### src/rtl/ifu_fetch_if.sv
// rtl/ifu_fetch_if.sv - fetch unit signal bundle: imem request/response, redirect, if_id output
interface ifu_fetch_if;
    logic        mem_req_o;
    logic [31:0] mem_addr_o;
    logic        mem_gnt_i;
    logic        mem_rvalid_i;
    logic [31:0] mem_rdata_i;
    logic        jump_en_i;
    logic [31:0] jump_addr_i;
    logic        hold_i;
    logic        inst_valid_o;
    logic [31:0] inst_o;
    logic [31:0] inst_addr_o;

    modport master (
        output mem_req_o, mem_addr_o, inst_valid_o, inst_o, inst_addr_o,
        input  mem_gnt_i, mem_rvalid_i, mem_rdata_i, jump_en_i, jump_addr_i, hold_i
    );

    modport slave (
        input  mem_req_o, mem_addr_o, inst_valid_o, inst_o, inst_addr_o,
        output mem_gnt_i, mem_rvalid_i, mem_rdata_i, jump_en_i, jump_addr_i, hold_i
    );
endinterface

### src/rtl/ifu_fetch.sv
// rtl/ifu_fetch.sv - instruction fetch unit with DEPTH-entry prefetch queue and jump redirect
// Optional same-cycle rdata-to-inst bypass enabled by defining IFU_BYPASS_EN.
module ifu_fetch #(
    parameter logic [31:0] RESET_PC = 32'h0000_0000,
    parameter int          DEPTH    = 2
) (
    input  logic          clk,
    input  logic          rst,
    ifu_fetch_if.master   bus
);
    localparam int PW = $clog2(DEPTH);
    localparam int CW = PW + 1;
    localparam logic [31:0] NOP = 32'h0000_0013;

    logic [31:0]       r_pc;
    logic [31:0]       r_addr [DEPTH];
    logic [31:0]       r_data [DEPTH];
    logic [DEPTH-1:0]  r_filled;
    logic [PW-1:0]     r_wr_ptr;
    logic [PW-1:0]     r_fill_ptr;
    logic [PW-1:0]     r_rd_ptr;
    logic [CW-1:0]     r_count;
    logic [CW-1:0]     r_pend;
    logic [CW-1:0]     r_kill;

    logic [CW:0]       w_used;
    logic              w_req;
    logic              w_hs;
    logic              w_gnt;
    logic              w_live_rv;
    logic              w_kill_rv;
    logic              w_head_filled;
    logic              w_byp;
    logic              w_valid;
    logic              w_cons;
    logic              w_jump;
    logic              w_unused;

    // Killed responses still occupy credit so the memory never holds more than DEPTH.
    assign w_used        = {1'b0, r_count} + {1'b0, r_kill};
    assign w_req         = !rst && (w_used < (CW+1)'(DEPTH));
    assign w_jump        = bus.jump_en_i;
    assign w_hs          = w_req && bus.mem_gnt_i;
    assign w_gnt         = w_hs && !w_jump;
    assign w_kill_rv     = bus.mem_rvalid_i && (r_kill != '0);
    assign w_live_rv     = bus.mem_rvalid_i && (r_kill == '0);
    assign w_head_filled = r_filled[r_rd_ptr];
    assign w_unused      = ^bus.jump_addr_i[1:0];

`ifdef IFU_BYPASS_EN
    assign w_byp = w_live_rv && !w_head_filled && (r_pend != '0) && (r_fill_ptr == r_rd_ptr);
`else
    assign w_byp = 1'b0;
`endif

    assign w_valid = w_head_filled || w_byp;
    assign w_cons  = w_valid && !bus.hold_i && !w_jump;

    assign bus.mem_req_o    = w_req;
    assign bus.mem_addr_o   = r_pc;
    assign bus.inst_valid_o = w_valid;
    assign bus.inst_o       = w_head_filled ? r_data[r_rd_ptr] :
                              w_byp         ? bus.mem_rdata_i  : NOP;
    assign bus.inst_addr_o  = w_valid ? r_addr[r_rd_ptr] : 32'h0;

    always_ff @(posedge clk) begin
        if (w_gnt) begin
            r_addr[r_wr_ptr] <= r_pc;
        end
        if (w_live_rv && !w_jump) begin
            r_data[r_fill_ptr] <= bus.mem_rdata_i;
        end
    end

    always_ff @(posedge clk or posedge rst) begin
        if (rst) begin
            r_pc       <= RESET_PC;
            r_filled   <= '0;
            r_wr_ptr   <= '0;
            r_fill_ptr <= '0;
            r_rd_ptr   <= '0;
            r_count    <= '0;
            r_pend     <= '0;
            r_kill     <= '0;
        end else if (w_jump) begin
            // Everything outstanding on the old path, including this cycle's grant, must be dropped.
            r_pc       <= {bus.jump_addr_i[31:2], 2'b00};
            r_filled   <= '0;
            r_wr_ptr   <= '0;
            r_fill_ptr <= '0;
            r_rd_ptr   <= '0;
            r_count    <= '0;
            r_pend     <= '0;
            r_kill     <= r_pend + CW'(w_hs) - CW'(w_live_rv) + r_kill - CW'(w_kill_rv);
        end else begin
            if (w_gnt) begin
                r_pc     <= r_pc + 32'd4;
                r_wr_ptr <= r_wr_ptr + PW'(1);
            end
            if (w_kill_rv) begin
                r_kill <= r_kill - CW'(1);
            end
            if (w_live_rv) begin
                r_fill_ptr <= r_fill_ptr + PW'(1);
                if (!(w_byp && w_cons)) begin
                    r_filled[r_fill_ptr] <= 1'b1;
                end
            end
            if (w_cons) begin
                r_filled[r_rd_ptr] <= 1'b0;
                r_rd_ptr           <= r_rd_ptr + PW'(1);
            end
            r_count <= r_count + CW'(w_gnt) - CW'(w_cons);
            r_pend  <= r_pend + CW'(w_gnt) - CW'(w_live_rv);
        end
    end
endmodule

### src/flat_wrapper.sv
// flat-port wrapper written by rule: the top's interface ports become plain ports
module ifu_fetch_flat 
#(
    parameter logic [31:0] RESET_PC = 32'h0000_0000,
    parameter int          DEPTH    = 2
)
  (clk, rst, bus_mem_req_o, bus_mem_addr_o, bus_inst_valid_o, bus_inst_o, bus_inst_addr_o, bus_mem_gnt_i, bus_mem_rvalid_i, bus_mem_rdata_i, bus_jump_en_i, bus_jump_addr_i, bus_hold_i);
  ifu_fetch_if bus_i ();
  input  logic clk;
  input  logic rst;
  output wire logic [$bits(bus_i.mem_req_o)-1:0] bus_mem_req_o;
  output wire logic [$bits(bus_i.mem_addr_o)-1:0] bus_mem_addr_o;
  output wire logic [$bits(bus_i.inst_valid_o)-1:0] bus_inst_valid_o;
  output wire logic [$bits(bus_i.inst_o)-1:0] bus_inst_o;
  output wire logic [$bits(bus_i.inst_addr_o)-1:0] bus_inst_addr_o;
  input wire logic [$bits(bus_i.mem_gnt_i)-1:0] bus_mem_gnt_i;
  input wire logic [$bits(bus_i.mem_rvalid_i)-1:0] bus_mem_rvalid_i;
  input wire logic [$bits(bus_i.mem_rdata_i)-1:0] bus_mem_rdata_i;
  input wire logic [$bits(bus_i.jump_en_i)-1:0] bus_jump_en_i;
  input wire logic [$bits(bus_i.jump_addr_i)-1:0] bus_jump_addr_i;
  input wire logic [$bits(bus_i.hold_i)-1:0] bus_hold_i;
  assign bus_mem_req_o = bus_i.mem_req_o;
  assign bus_mem_addr_o = bus_i.mem_addr_o;
  assign bus_inst_valid_o = bus_i.inst_valid_o;
  assign bus_inst_o = bus_i.inst_o;
  assign bus_inst_addr_o = bus_i.inst_addr_o;
  assign bus_i.mem_gnt_i = bus_mem_gnt_i;
  assign bus_i.mem_rvalid_i = bus_mem_rvalid_i;
  assign bus_i.mem_rdata_i = bus_mem_rdata_i;
  assign bus_i.jump_en_i = bus_jump_en_i;
  assign bus_i.jump_addr_i = bus_jump_addr_i;
  assign bus_i.hold_i = bus_hold_i;
  ifu_fetch #(.RESET_PC(RESET_PC), .DEPTH(DEPTH)) u_core (.clk(clk), .rst(rst), .bus(bus_i));
endmodule
### config.mk
export PLATFORM = sky130hd
export DESIGN_NAME = ifu_fetch_flat
export DESIGN_NICKNAME = d
export VERILOG_FILES = /design/src/rtl/ifu_fetch_if.sv /design/src/rtl/ifu_fetch.sv /design/src/flat_wrapper.sv
export SDC_FILE = /design/constraint.sdc
export NUM_CORES = 1
export LEC_CHECK = 0
export ABC_AREA = 1
export CAP_MARGIN = 30
export CELL_PAD_IN_SITES_DETAIL_PLACEMENT = 0
export CELL_PAD_IN_SITES_GLOBAL_PLACEMENT = 1
export CORE_UTILIZATION = 41
export CTS_CLUSTER_SIZE = 10
export DETAILED_ROUTE_END_ITERATION = 7
export PLACE_DENSITY_LB_ADDON = 0.2
export SYNTH_ARGS = -nofsm -noshare
export SYNTH_HDL_FRONTEND = slang
export SYNTH_SLANG_ARGS = --single-unit
### constraint.sdc
create_clock -name clk -period 6 [get_ports clk]
set_clock_uncertainty 0.05 [all_clocks]
set_input_delay 0.6 -clock clk [delete_from_list [all_inputs] [get_ports clk]]
set_output_delay 0.6 -clock clk [all_outputs]
set_load 0.02 [all_outputs]
* After elaboration in Yosys (flattened, before gate mapping)
Memory sizes are Yosys's and may differ from the RTL's.
Cells that the tools add are included.
** Storage, ports and cells
- Word-level logic and storage cells :: 79
- Register bits :: 43
- RAM bits :: 128
- Memories kept :: 2
** Memories
- u_core.r_addr :: words 2, width 32, read ports 1, clocked after Yosys merged registers in 0, wr ports 1, RTL line ifu_fetch.sv:16 : logic [31:0] r_addr [DEPTH];
- u_core.r_data :: words 2, width 32, read ports 1, clocked after Yosys merged registers in 0, wr ports 1, RTL line ifu_fetch.sv:17 : logic [31:0] r_data [DEPTH];
** Cells by class
- Order comparisons :: 5
- Reductions and logical operators :: 19
- Add/sub/neg operators :: 14
- Mux-type cells :: 28
- Bitwise logic cells :: 3
** Operators by type and width (count)
- 32-bit 2-to-1 mux :: 4
- 32-bit by 3-bit adder with 32-bit output, second input constant :: 1
- 2-bit 2-to-1 mux :: 8
- 1-bit 2-to-1 mux :: 14
- 1-bit logical AND :: 10
- 2-bit nonzero test :: 5
- 2-bit by 1-bit subtractor with 2-bit output :: 4
- 2-bit by 1-bit adder with 2-bit output :: 3
- 1-bit by 2-bit < comparator with 1-bit output, second input constant :: 2
- 1-bit adder, second input constant :: 3
- 2-bit by 2-bit adder with 3-bit output :: 1
- 1-bit zero test :: 3
- 3-bit by 2-bit < comparator with 1-bit output, second input constant :: 1
- 2-bit adder :: 1
- 2-bit bitwise AND :: 1
- 1-bit demux with 1-bit select :: 2
- 1-bit greater-or-equal comparator, second input constant :: 2
- 2-bit zero test :: 1
- 2-bit inverter :: 1
- 2-bit OR :: 1
- 2-bit by 1-bit subtractor with 2-bit output, second input constant :: 1

* Longest topological paths before layout
Gate-level depths: netlist (run 1).
- Depth after elaboration :: 10
- Depth in mapped cells :: 13

* Worst setup path after synthesis (run 1)
Ideal clock, no wire load.
- Kind :: input to register
- Start :: input port rst
- End :: memory u_core.r_addr[1][10], enable pin
- Library setup time :: 0.417 ns
- Required time :: 5.533 ns
- Setup slack :: 2.062 ns
- Cell stages on the path :: 5
- Path buffers :: 0
- Arrival time :: 3.471 ns
- Cell sequence :: inv_1 -> nand3_2 -> nor2_4 -> inv_1 -> nor2_1
** Between the ends
- Cells in the longest elaborated chain, start to end :: 6
** Ends and longest elaborated chain
- start: declaration :: RTL line flat_wrapper.sv:10 : input logic rst;
- 1-bit zero test :: RTL line ifu_fetch.sv:41 : assign w_req = !rst && (w_used < (CW+1)'(DEPTH));
- 1-bit logical AND :: RTL line ifu_fetch.sv:41
- 1-bit logical AND :: RTL line ifu_fetch.sv:43 : assign w_hs = w_req && bus.mem_gnt_i;
- 1-bit logical AND :: RTL line ifu_fetch.sv:44 : assign w_gnt = w_hs && !w_jump;
- 1-bit 2-to-1 mux :: RTL line ifu_fetch.sv:67 : if (w_gnt) begin
- 1-bit 2-to-1 mux (not written as such) :: RTL line ifu_fetch.sv:68 : r_addr[r_wr_ptr] <= r_pc;
- end: declaration :: RTL line ifu_fetch.sv:16
Every way passes these cells.

* Worst setup path after layout (run 1)
- Start :: register u_core.r_rd_ptr
- End :: output port bus_inst_o[4]
** Between the ends
- Cells in the longest elaborated chain, start to end :: 3
- Elaborated cells between the ends (all ways) :: 4
** Ends and longest elaborated chain
- start: declaration :: RTL line ifu_fetch.sv:21 : logic [PW-1:0] r_rd_ptr;
- start signal: assignment :: RTL line ifu_fetch.sv:111 : r_rd_ptr <= r_rd_ptr + PW'(1);
- 1-bit 2-to-1 mux (not written as such) (2 in series) :: RTL line ifu_fetch.sv:47 : assign w_head_filled = r_filled[r_rd_ptr];
- 32-bit 2-to-1 mux * :: RTL line ifu_fetch.sv:62 : assign bus.inst_o = w_head_filled ? r_data[r_rd_ptr] :
- end: declaration :: RTL line flat_wrapper.sv:14 : output wire logic [$bits(bus_i.inst_o)-1:0] bus_inst_o;
Mark *: on every way between the ends. The rest lies on a longest branch, timed or not. The select of a mux whose other input is x is not followed.

==> results of run 1 <==
sequential cells by signal, summed over array words and instances (netlist names):
signal,count
u_core.r_addr,60
u_core.r_fill_ptr,1
u_core.r_data,64
u_core.bus.mem_addr_o,30
u_core.r_filled,2
u_core.r_wr_ptr,1
u_core.r_count,2
u_core.r_kill,2
u_core.r_rd_ptr,1
u_core.r_pend,2
cell families (layout without fill, tap and decap cells):
| kind of cell | Yosys count | count (layout) | share of synthesized area (%) |
|---|---|---|---|
| AOI/OAI and AO/OA | 33 | 33 | 2.33 |
| xor gates and xnor gates | 13 | 13 | 1.42 |
| DFF | 165 | 165 | 59.3 |
| and+or+nand+nor | 531 | 531 | 27.2 |
| adders and majority gates | 10 | 10 | 1.94 |
| buffers and inverters | 158 | 329 | 7.85 |
| other | 1 | 4 | 0.0468 |
worst max path at each step:
stage / startpoint / to / slack, ns / cells past startpoint
finish: u_core.r_rd_ptr / bus_inst_o[4] / 1.99 / 7
global route: u_core.r_rd_ptr / bus_inst_o[4] / 1.70 / 7
CTS: u_core.r_rd_ptr / bus_inst_o[4] / 1.91 / 7
detailed placement: rst / u_core.r_kill[1] / 1.94 / 12
global placement: rst / u_core.r_kill[1] / 1.97 / 12
floorplan: rst / u_core.r_addr[1][10] / 2.06 / 5
placed cells by master (no fill, tap or decap), drive strengths merged:
master and instances:
nor2 62, nor3b 1, or2 1, a31oi 2, fa 4, o21ai 20, dfrtp 41, conb 4
nand2 424, nand4 1, a21oi 4, o221ai 1, ha 6, buf 11, bufinv 4, clkbuf 19
nand3 36, o211ai 4, nor3 6, edfxtp 124, clkinv 7, xnor2 6, xor2 7, o21bai 2
inv 127, clkdlybuf4s50 161
layout make-up:
class / instances / share of cell area, %
multi-input combinational: 591 / 25.3
inverter: 125 / 4.45
sequential: 165 / 45.1
clock buffer: 19 / 4.11
clock inverter: 13 / 1.71
timing repair buffer: 172 / 16.3
tap: 260 / 3.09
worst max-delay path, cell delays in order, from the launching register on:
cell and delay [ns]:
dfrtp_2 0.79, buf_4 0.47, inv_2 0.06, nand2_1 0.08, nand2_2 0.36, buf_4 0.42
nand3_1 0.11, clkdlybuf4s50_1 0.61
per-stage QoR:
stage | worst slack [ns] | util [%] | total power, mW | area (sq um)
after floorplan | 2.06 | - | 2.02 | 8030
after global placement | 1.97 | 52.2 | 2.40 | 9890
after detailed placement | 1.94 | 52.3 | 2.42 | 9920
after CTS | 1.91 | 55.6 | 3.56 | 10500
after global routing | 1.70 | 55.6 | 3.72 | 10500
final | 1.99 | 55.6 | 3.52 | 10500
where the power goes:
part / internal (mW) / total (mW) / switching [mW]
clock network: 0.697 / 1.14 / 0.441
registers: 1.35 / 1.48 / 0.126
logic: 0.383 / 0.905 / 0.522
synth_stat cells (all sizes together):
cell / n
o21bai: 2
o211ai: 4
nand2: 424
clkbuf: 15
xor2: 7
nor3b: 1
a31oi: 2
inv: 125
nand4: 1
ha: 6
o21ai: 20
or2: 1
conb: 1
nor2: 62
o221ai: 1
nor3: 6
xnor2: 6
nand3: 36
fa: 4
a21oi: 4
dfrtp: 41
buf: 18
edfxtp: 124
routing by layer:
layer  share of wire (%)  vias up  track usage, %
met4                0.47        0            4.92
met2                  49      130            32.4
met5                   0        -               0
met3                 4.1        4            4.02
li1                    -     3153               -
met1                  47     2804            26.0
==> impl_metrics.csv, run 1 <==
group,metric,value,unit
critical_path,startpoint_type,"flop",
floorplanning,rows,50,
sta,finalHoldViolCount,0,
global_route,antenna_found_initial,0,
clock_tree,ctsLongestPathBuffers,2,
floorplanning,die_w,142,um
clock_tree,clk_root_buffer_cell,"clkbuf_16",
cells_and_area,drive_gt1_share,6.36,%
clock_tree,cts.clk_slew.worst_paths,0.06,ns
routing,routed-via-count,6091,
critical_path,worst-r2r-cell-count,12,
critical_path,end_kind,"output pin",
routing,vias_per_cell,4.53,
place,gp_congestion,0.787,
yosys,ys_types,33,
yosys,synth_area_leader_cell,"edfxtp_1",
sta,drv_slew,0,
pwr,p_leak,4.80,nW
clock_tree,clk_latency,0.42,ns
yosys,synth-seq-cells,165,
clock_tree,cts_tree,"built",
sta,timing.hold.ws,0.504,ns
routing,drt-wirelength-per-cell,13.9,um
yosys,ys_seq_area_share,59.3,%
floorplanning,die_y,142,um
min_path,holdPathStages,2,
sta,max_freq,249,MHz
routing,drt-pass1-iter-count,4,
global_route,grt_pass1_wl,29600,um
routing,route.detailed.drc,0,
place,dpl.hpwl,12700,um
place,portBuffers,161,
yosys,netlist_area,8020,sq um
global_route,grt_usage,19.5,%
critical_path,crit_fanout,33,
clock_tree,cts-buffers-inserted,17,
routing,routed_wl,18700,um
critical_path,ff2ff_setup_slack,2.60,ns
sta,rsz0062_at_grt,"no",
critical_path,timing.rr.end,"u_core.r_count[1]",
sta,relSlewSlack,54.0,%
run_status,status,"finished, final reports clean",
sta,period_minus_slack,4.01,ns
place,dp_cells,1313,
clock_tree,cts_resized,0,
cells_and_area,nets,1152,
min_path,hold_class,"flop to flop",
sta,tns,0,ns
routing,final_antenna_net_count,0,
sta,setup_viol,0,
floorplanning,dieArea,20100,sq um
clock_tree,htreeDepth,4,
min_path,hold_end,"u_core.r_filled[1]",
cells_and_area,antenna_cells,0,
yosys,ys_warn_count,0,
sta,worst_pin_slew,0.690,ns
floorplanning,pin_count,168,
yosys,synth_top_cell_area_share,46.5,%
min_path,hold_start,"u_core.r_filled[1]",
critical_path,crit_required,5.35,ns
run,max_cap_viol_count,0,
cells_and_area,syn_to_final_growth,31.4,%
pwr,power_density,334,nW/um^2
pwr,ir_drop,204,uV
routing,drt-initial-drc-count,330,
global_route,grt_overflow,0,
critical_path,worstReg2RegStart,"u_core.r_rd_ptr",
cells_and_area,register_area,4750,sq um
yosys,avgSynthCellArea,8.80,sq um
critical_path,worstPathArrival,3.36,ns
global_route,grt_pass1_vias,5700,
clock_tree,postCtsSetupBuffers,0,
global_route,grt_max_degree,65,
sta,finalCritPeriodShare,66.9,%
yosys,syn_inst,911,
clock_tree,clkSinkCount,165,
yosys,synth.area.top_cells,"edfxtp_1 (46%), nand2_1 (19%), dfrtp_1 (13%), inv_1 (5.7%), nor2_1 (2.3%)",
floorplanning,start_util,42.3,%
cells_and_area,multi_input_area,2660,sq um
cells_and_area,instances_no_fill,1345,
floorplanning,core,19000,sq um
clock_tree,hold_buffers,0,
cells_and_area,fill_cells,1769,
critical_path,path_class,"flop to output pin",
No activity file was read; power rests on OpenSTA's default activity.
==> inputs of run 2 (changes only) <==
Settings changed: CORE_UTILIZATION 41 to 38.
Clock period 6 ns to 3.7 ns, I/O delays scaled along.
==> impl_metrics.csv, run 2 (same netlist as run 1, synthesis figures left out) <==
group,metric,value,unit
critical_path,path_cells,"fa_1 > nor2_1 > nand3_2 > fa_1 > fa_1 > inv_1 > fa_1 > xnor2_1 > xnor2_1 > o21ai_0 > nand2_1",
clock_tree,cts_resized,0,
cells_and_area,final_cell_mix,"nand2_1 (416), clkdlybuf4s50_1 (161), edfxtp_1 (124)",
pwr,power_density,539,nW/um^2
critical_path,worstPathArrival,3.61,ns
clock_tree,cts-buffers-inserted,17,
pwr,fin_total_pwr,5.67,mW
sta,period_minus_slack,3.35,ns
critical_path,crit_top_cell,"fa_1",
pwr,p_leak,4.78,nW
min_path,hold_class,"input port to async pin",
pwr,ir_drop,349,uV
global_route,grt_usage,18.4,%
sta,worst_pin_slew,0.734,ns
cells_and_area,nets,1153,
cells_and_area,top_register,"u_core.r_data",
clock_tree,postCtsSetupBuffers,0,
critical_path,crit_fanout,6,
sta,finalCritPeriodShare,90.6,%
sta,finalHoldViolCount,0,
global_route,antenna_found_initial,0,
cells_and_area,drive_gt1_share,6.72,%
critical_path,crit_family,"adder cells",
place,gp_congestion,0.803,
routing,routed_wl,18900,um
critical_path,path_class,"flop to flop",
critical_path,worstReg2RegStart,"u_core.r_kill[1]",
clock_tree,clk_root_buffer_cell,"clkbuf_16",
place,dpl.hpwl,13100,um
place,place_ws,0.324,ns
critical_path,startpoint_type,"flop",
routing,vias_per_cell,4.44,
run,max_cap_viol_count,0,
sta,tns,0,ns
global_route,grt_max_degree,65,
critical_path,worst-path-buf-inv,1,
floorplanning,pin_count,168,
critical_path,critPathMaxStageDelay,0.51,ns
cells_and_area,largest_reg_flops,64,
floorplanning,core,20400,sq um
clock_tree,cts_tree,"built",
cells_and_area,syn_to_final_growth,31.3,%
routing,final_antenna_net_count,0,
sta,drv_slew,0,
floorplanning,die_w,147,um
routing,routed-via-count,6019,
sta,max_freq,298,MHz
global_route,grt_pass1_wl,30600,um
routing,drt-pass1-iter-count,4,
critical_path,crit_required,3.96,ns
clock_tree,cts.clk_slew.worst_paths,0.06,ns
floorplanning,start_util,39.2,%
sta,rsz0062_at_grt,"no",
floorplanning,die_y,147,um
clock_tree,htreeDepth,4,
critical_path,end_kind,"flop",
clock_tree,clk_latency,0.42,ns
clock_tree,hold_buffers,0,
critical_path,crit_slowest_cell,"fa_1",
floorplanning,rows,52,
global_route,grt_pass1_vias,5736,
place,portBuffers,161,
cells_and_area,antenna_cells,0,
cells_and_area,final_common_cell,"nand2_1",
critical_path,crit_path_start,"u_core.r_kill[1]",
clock_tree,ctsLongestPathBuffers,2,
floorplanning,dieArea,21700,sq um
routing,drt-wirelength-per-cell,13.9,um
run_status,status,"finished, final reports clean",
sta,setup_viol,0,
global_route,grt_overflow,0,
clock_tree,clkSinkCount,165,
routing,route.detailed.drc,0,
sta,finalWorstSetupSlack,0.348,ns
routing,drt-initial-drc-count,229,
sta,relSlewSlack,51.1,%
-- run 2: final cells by class --
type                            instances  area, sq um
Tap cell                              270          338
Inverter                              125          469
Timing Repair Buffer                  173         1700
Multi-Input combinational cell        591         2660
Clock buffer                           17          425
Fill cell                            1935         9910
Clock inverter                         15          178
Sequential cell                       165         4750
-- run 2: worst paths after layout --
path	slack, ns	endpoint	cells after the start
setup / recovery	0.35	u_core.r_kill[1]	11
hold / removal	0.44	u_core.r_count[1]	3
setup reg to reg	0.35	u_core.r_kill[1]	11
hold reg to reg	0.50	u_core.r_filled[1]	2
max in group asynchronous	2.75	u_core.r_rd_ptr	3
min in group clk	0.46	u_core.bus.mem_addr_o[8]	3
-- run 2: report_power, final --
part | internal, mW | switching [mW]
clock network | 1.07 | 0.742
registers | 2.19 | 0.202
logic | 0.615 | 0.853
-- run 2: routing by layer --
metal | global-route usage (%) | vias up | wire length (um) | share of wire (%)
met5 | 0 | - | 0 | 0
met4 | 5.46 | 0 | 176 | 0.93
met3 | 3.63 | 9 | 940 | 5.0
met2 | 29.9 | 139 | 9000 | 48
met1 | 24.9 | 2726 | 8770 | 46
li1 | - | 3145 | - | -
-- run 2: through the flow --
step | area [sq um] | utilization, % | hold slack [ns] | std cells
final | 10500 | 51.5 | 0.442 | 1356
after global routing | 10500 | 51.5 | 0.463 | 1356
after CTS | 10500 | 51.5 | 0.436 | 1356
after detailed placement | 9920 | 48.6 | 0.497 | 1324
after global placement | 9920 | 48.6 | 0.494 | 1324
after floorplan | 8030 | - | 0.419 | 914
-- run 2: tightest hold or removal path, stage by stage --
cell             delay [ns]
clkdlybuf4s50_1        0.44
inv_1                  0.09
buf_4                  0.48
